$ cat src/rtl/rca_seq_ctrl.sv
// rca_seq_ctrl: wide adder that pushes WORDS x 40-bit slices through one
// shared 40-bit ripple-carry slice, one slice per clock. The carry between
// slices is held in a register. Operands come in and results go out on
// valid/ready handshakes.

// 40-bit ripple-carry slice, purely combinational.
module rca_40b (
  input  logic [39:0] a_i,
  input  logic [39:0] b_i,
  input  logic        c_i,
  output logic [39:0] s_o,
  output logic        c_o
);
  logic [40:0] c;

  assign c[0] = c_i;
  for (genvar i = 0; i < 40; i++) begin : g_fa
    assign s_o[i]   = a_i[i] ^ b_i[i] ^ c[i];
    assign c[i+1]   = (a_i[i] & b_i[i]) | (c[i] & (a_i[i] ^ b_i[i]));
  end
  assign c_o = c[40];
endmodule

module rca_seq_ctrl #(
  parameter  int WORDS = 2,
  localparam int W     = 40 * WORDS
) (
  input  logic         clk,
  input  logic         rst_n,
  input  logic         in_valid,
  output logic         in_ready,
  input  logic [W-1:0] a,
  input  logic [W-1:0] b,
  input  logic         cin,
  output logic         out_valid,
  input  logic         out_ready,
  output logic [W-1:0] sum,
  output logic         cout,
  output logic         busy
);
  localparam int IDXW = (WORDS > 1) ? $clog2(WORDS) : 1;

  typedef enum logic [1:0] {S_IDLE, S_RUN, S_DONE} state_t;

  state_t                 state_q, state_d;
  logic [WORDS-1:0][39:0] a_q, b_q, sum_q;
  logic                   carry_q, cout_q;
  logic [IDXW-1:0]        idx_q;
  logic [39:0]            sl_sum;
  logic                   sl_c;
  logic                   last;

  assign last = (idx_q == IDXW'(WORDS - 1));

  // The single shared slice sees only registered operands and carry, so the
  // critical path is one 40-bit ripple regardless of WORDS.
  rca_40b u_slice (
    .a_i (a_q[idx_q]),
    .b_i (b_q[idx_q]),
    .c_i (carry_q),
    .s_o (sl_sum),
    .c_o (sl_c)
  );

  assign sum  = sum_q;
  assign cout = cout_q;

  // State register.
  always_ff @(posedge clk or negedge rst_n) begin
    if (!rst_n) state_q <= S_IDLE;
    else        state_q <= state_d;
  end

  // Next state and handshake outputs, decoded from state only.
  always_comb begin
    state_d   = state_q;
    in_ready  = 1'b0;
    out_valid = 1'b0;
    busy      = 1'b0;
    case (state_q)
      S_IDLE: begin
        in_ready = 1'b1;
        if (in_valid) state_d = S_RUN;
      end
      S_RUN: begin
        busy = 1'b1;
        if (last) state_d = S_DONE;
      end
      S_DONE: begin
        busy      = 1'b1;
        out_valid = 1'b1;
        if (out_ready) state_d = S_IDLE;
      end
      default: state_d = S_IDLE;
    endcase
  end

  // Operand capture on accept, then one slice per RUN cycle. idx stops on
  // the last slice instead of incrementing so it never wraps.
  always_ff @(posedge clk or negedge rst_n) begin
    if (!rst_n) begin
      a_q     <= '0;
      b_q     <= '0;
      sum_q   <= '0;
      carry_q <= 1'b0;
      cout_q  <= 1'b0;
      idx_q   <= '0;
    end else begin
      if (state_q == S_IDLE && in_valid) begin
        a_q     <= a;
        b_q     <= b;
        carry_q <= cin;
        idx_q   <= '0;
      end
      if (state_q == S_RUN) begin
        sum_q[idx_q] <= sl_sum;
        carry_q      <= sl_c;
        if (last) cout_q <= sl_c;
        else      idx_q  <= idx_q + 1'b1;
      end
    end
  end
endmodule

$ cat config.mk
export PLATFORM = sky130hd
export DESIGN_NAME = rca_seq_ctrl
export DESIGN_NICKNAME = d
export VERILOG_FILES = /design/src/rtl/rca_seq_ctrl.sv
export SDC_FILE = /design/constraint.sdc
export NUM_CORES = 1
export LEC_CHECK = 0
export BUFFER_PORTS_ARGS = -buffer_cell sky130_fd_sc_hd__buf_2
export CAP_MARGIN = 20
export CORE_MARGIN = 2
export CORE_UTILIZATION = 29
export DETAILED_ROUTE_END_ITERATION = 10
export PLACE_DENSITY = 0.49
export SETUP_SLACK_MARGIN = 0.1
export SLEW_MARGIN = 20
export SYNTH_ARGS = -nofsm -noshare
export SYNTH_HDL_FRONTEND = slang
export SYNTH_SLANG_ARGS = --single-unit
$ cat constraint.sdc
create_clock -name clk -period 15.8 [get_ports clk]
set_input_delay 2.37 -clock clk [delete_from_list [all_inputs] [get_ports clk]]
set_output_delay 2.37 -clock clk [all_outputs]
set_load 0.005 [all_outputs]
======== Word level (Yosys, flattened, before mapping) ========
Cells that the tools add are included.
word-level totals
  output and inout bits ................... 84
  bits in registers ....................... 245
  word-level logic and storage cells ...... 244
  input port bits ......................... 165
cells by class
  equality and inequality tests ........... 5
  bitwise logic cells ..................... 200
  order comparisons ....................... 2
  mux-type cells .......................... 19
  add/subtract/negate cells ............... 1
  reduce and logical (&&, ||, !) cells .... 7
operators by type and width
  cell                                                                    count
  40-bit two-way mux                                                      5
  1-bit AND                                                               80
  80-bit bitwise mux                                                      1
  1-bit XOR                                                               80
  40-bit demux with 1-bit select                                          1
  1-bit OR                                                                40
  1-bit two-way mux                                                       8
  2-bit two-way mux                                                       3
  2-bit != test (second input constant)                                   3
  2-bit case mux with 3 select lines                                      1
  3-bit AND reduction                                                     1
  2-bit by 1-bit equality test with 1-bit output (second input constant)  1
  2-bit equality test (second input constant)                             1
  1-bit logical AND                                                       2
  2-bit zero test                                                         1
  1-bit by 2-bit < comparator with 1-bit output (second input constant)   1
  2-bit AND reduction                                                     1
  2-bit nonzero test                                                      1
  2-bit OR reduction                                                      1
  1-bit adder (second input constant)                                     1
  1-bit greater-or-equal comparator (second input constant)               1

======== Longest topological paths before layout ========
  depth in word-level cells ............... 84
  gate-level depth with buffers ........... 47
  mapped depth without buffers ............ 45

======== Modules after synthesis ========
From an unflattened synthesis, not the netlist that was laid out.
unflattened totals
  cell total of the unflattened synthesis .. 670
  area total of the unflattened synthesis .. 10971.8 sq um
modules (own cells, without submodules)
  module        area an instance (sq um)  cells an instance  instances  sequential area each (sq um)
  rca_seq_ctrl  10133.5                   620                1          6130.9
  rca_40b       838.3                     50                 1          0.0

======== Worst setup path after synthesis ========
Ideal clock, no wire load.
  kind .................................... reg2reg
  start ................................... register idx_q
  end ..................................... register sum_q (netlist bit sum[39])
  arrival time ............................ 16.741 ns
  stages on the path, launching flop included .. 48
  buffers on the path ..................... 2
  path slack .............................. -1.024 ns
  data required time ...................... 15.717 ns
  library setup time ...................... 0.083 ns
  period minus slack after synthesis ...... 16.824 ns
  path through ............................ dfrtp_1 -> buf_2 -> buf_2 -> mux2_2 -> fa_1 -> fa_1 -> fa_1 -> fa_1 -> fa_1 -> fa_1 -> fa_1 -> fa_1 -> fa_1 -> fa_1 -> fa_1 -> fa_1 -> fa_1 -> fa_1 -> (+12 left out) -> fa_1 -> fa_1 -> fa_1 -> fa_1 -> fa_1 -> fa_1 -> fa_1 -> fa_1 -> fa_1 -> fa_1 -> fa_1 -> fa_1 -> fa_1 -> fa_1 -> fa_1 -> inv_1 -> fa_1 -> o21ai_0
on the way
  cells in the longest elaborated chain, start to end .. 83
  elaborated cells on any way between the ends .. 168
  those cells by class .................... order compare: 2; mux: 7; bitwise: 158; reduce/logical: 1
RTL lines
  item                                                        RTL line  text
  from (decl)                                                 48        logic [IDXW-1:0] idx_q;
  from (signal assigned)                                      119       else idx_q <= idx_q + 1'b1;
  40-bit two-way mux, on equally long branches (2 in series)  58, 59
  1-bit XOR                                                   19        assign c[i+1] = (a_i[i] & b_i[i]) | (c[i] & (a_i[i] ^ b_i[i]));
  1-bit AND                                                   19
  1-bit OR                                                    19
  1-bit AND                                                   19
  1-bit OR                                                    19
  1-bit AND                                                   19
  1-bit OR                                                    19
  (+66 left out)                                              --
  1-bit AND                                                   19
  1-bit OR                                                    19
  1-bit AND                                                   19
  1-bit OR                                                    19
  1-bit AND                                                   19
  1-bit OR                                                    19
  1-bit XOR                                                   18        assign s_o[i] = a_i[i] ^ b_i[i] ^ c[i];
  80-bit bitwise mux *                                        116       sum_q[idx_q] <= sl_sum;
  to (signal, indexed assignment)                             116
  to (decl)                                                   46        logic [WORDS-1:0][39:0] a_q, b_q, sum_q;
Mark *: on every way between the ends. The rest lies on a longest branch, timed or not. The select of a mux whose other input is x is not followed.
A chain may end at the register's enable or synchronous reset.

======== Worst setup path after layout ========
Same ends and word-level chain as after synthesis.

==> results.md <==
* DR vias at roughly 6300
* CTS Buf Count at 30
* Placed wire-length estimate at between 15000 and 20000 um
* CTS sink count at between 200 and 250
* Max cap viols at 0
* Period utilization at 98.1%
* I/O pin count at between 200 and 250
* Worst path bufs/invs at 3
* Cell variety after synth at 18
* #FFs+latches synth at around 250
* Final wirelength at 27100 um
* Die W at ~200 um
* Core ar. at 38500 um2
* Iteration-0 DRC Markers at 193
* Clk_skew at 0.0319 ns
* Logic pwr share at 49.7%
* Setup CP Type: reg2reg
* Die H at 201 um
* Syn Area/Cell at about 17 um2
* Die area at 40300 um2
* Routed Antenna Nets at 0
* Htree depth at 1
* Switching share of power at 33.4%
* Req. time, crit path at 16.29 ns
* Status: finished clean
* Top cell by count, worst path: fa_2
* WL per Instance at about 18 um
* GRT Total Usage at 13.5%
* Commonest non-fill, non-tap cell in the layout: buf_2
* Crit path capture type: register
* Max clock buf depth at 3
* GPL Wtd Cong at about 0.72
* Max Clk Rate at ~64 MHz
* Layout area overhead at 25.8%
* Post-Route Setup TNS at 0 ns
* P_sw at roughly 1200 uW
* Leakage at between 0.006 and 0.007 uW
* Number of buffers added on ports at about 250
* Slowest cell delay on critical path at 0.49 ns
* Slew margin rel. at 37.6%
* Drc violations at 0
* RSZ-0062 raised after global routing: yes
* Fin. Hold Viols at 0
* Slew @ Worst Pin at 0.935 ns
* FP Rows at 72
* Worst path slowest cell: dfrtp_4
* Setup violators final at 0
* Layout cell share with drive strength beyond 1 at a little over two thirds
* Most frequent cells in the layout: buf_2 (247), dfrtp_1 (244), mux2_2 (234)
* Post-Syn Area at 11200 um2
* Vias per cell at roughly 4.3
* Placed instance count at 1410
* Worst Path Arrival at 16.00 ns
* Vias in the first global route at around 7000
* First-pass GRT wire length at 42500 um
* Non-filler instance count after layout at 1472
* HP Class: reg2reg
* Reg power frac at 31.0%
* Period minus WS final at 15.51 ns
* Pwr Density at 257 nW/um2
* Post-Syn Nets at roughly 900
* Cells after Synth at 669
* Clock power share at 19.3%
* Maximum VDD drop at 0.101 mV
* Initial antenna violation count at 13
* Nets@finish at 1133
* Cts hold-fix bufs at 0
* Slew Viols, Final at 0
* Initial core utilization at 29.2%
* First-pass iteration count of the detailed router at 4
* Congestion Overflow GR at 0
* Clock latency on the worst-skew pair at 0.57 ns
* Clock-pin slew on the worst setup and hold paths at around 0.060 ns
* Sequential share of the synthesized area at 54.6%
* Top delay family on crit path: adder cells
* Clock root buffer: clkbuf_16
* Yosys warns at 0
* Worst-path maximum fanout at 3
* # fillers at between 3000 and 4000
* Cell-internal power at approximately 2400 uW
* CTS tree: done
* Largest net degree at the start of global routing at about 120
* Crit start category: register
## power by group through the flow
| stage | combinational (uW) | sequential [uW] | clock [uW] |
|---|---|---|---|
| after global routing | 2030 | 1170 | 755 |
| after global placement | 1820 | 1130 | 0 |
| after detailed placement | 1820 | 1140 | 0 |
| after CTS | 1870 | 1130 | 730 |
| after floorplan | 1280 | 1100 | 0 |
| final | 1800 | 1130 | 701 |
## worst register-to-register path, delay by kind of cell, from the launching register on
| kind | cells | cell delay (ns) |
|---|---|---|
| buf+inv | 3 | 0.19 |
| mux | 1 | 0.31 |
| compound gates | 1 | 0.13 |
| flops | 1 | 0.49 |
| fa+ha+maj | 40 | 14.31 |
## routing by layer
layer / share of wire [%] / GRT usage (%) / up-vias
li1: - / - / 2876
met1: 43 / 17.5 / 3219
met2: 46 / 21.3 / 179
met3: 8.2 / 5.34 / 50
met4: 1.9 / 2.78 / 14
met5: 0.29 / 0 / -
## path summary, 6_finish.rpt
path                       startpoint      end  slack (ns)  cells after the start
min reg2reg                      cout     cout        0.48                      2
max                             idx_q  sum[39]        0.29                     45
max in group asynchronous       rst_n    idx_q       12.03                      3
max reg2reg                     idx_q  sum[39]        0.29                     45
min in group asynchronous       rst_n   b_q[6]        1.85                      1
min                              cout     cout        0.48                      2
## cell type report
type	count	area [um2]	area share [%]
diodes	6	15.0	0.106
clock buffers	39	855	6.05
clock inverters	16	170	1.21
inverters	6	22.5	0.160
multi-input cells	383	4940	35.0
flip-flops and latches	245	6130	43.4
well taps	518	648	4.59
repair buffers	259	1340	9.47
## logic make-up (layout without fill, tap and decap cells)
group / Yosys count / after routing / synth area share (%)
AOI/OAI and AO/OA: 9 / 9 / 0.446
adders and majority gates: 43 / 43 / 7.47
buffers and inverters: 41 / 320 / 2.49
DFF: 245 / 245 / 54.6
muxes: 317 / 317 / 34.4
other: 0 / 6 / 0
and+or+nand+nor: 14 / 14 / 0.613
## Yosys cell counts, drive strengths merged
| cell type | number | area share (%) |
|---|---|---|
| mux2 | 313 | 34 |
| dfrtp | 245 | 55 |
| fa | 40 | 7.1 |
| buf | 35 | 2.3 |
| nand2 | 9 | 0.35 |
| inv | 6 | 0.20 |
| o21ai | 5 | 0.22 |
| mux2i | 4 | 0.36 |
| ha | 3 | 0.33 |
| nand2b | 3 | 0.17 |
| a31oi | 2 | 0.11 |
| a211oi | 1 | 0.067 |
| a21oi | 1 | 0.045 |
| and3 | 1 | 0.056 |
| nand3 | 1 | 0.045 |
## stage by stage
stage,setup slack (ns),power [uW],instance area (um2),utilization (%),hold WS [ns]
after global routing,-0.125,3950,14100,36.7,0.504
after CTS,0.0907,3730,14100,36.7,0.480
after detailed placement,-0.517,2960,13000,33.9,0.466
after global placement,-0.355,2950,13000,33.9,0.460
final,0.294,3630,14100,36.7,0.478
after floorplan,0.113,2380,11300,-,0.471
## timing repair
action                     4_1_cts  5_1_grt
resized for setup               18        3
buffers inserted                 1        0
setup endpoints to repair        6        5
pin swaps                        1        2
## registers in the layout (all words and copies together) (netlist names)
| name | cells |
|---|---|
| sum | 80 |
| state_q | 2 |
| cout | 1 |
| carry_q | 1 |
| a_q | 80 |
| b_q | 80 |
| idx_q | 1 |
Power figures use the tool's default switching activity.
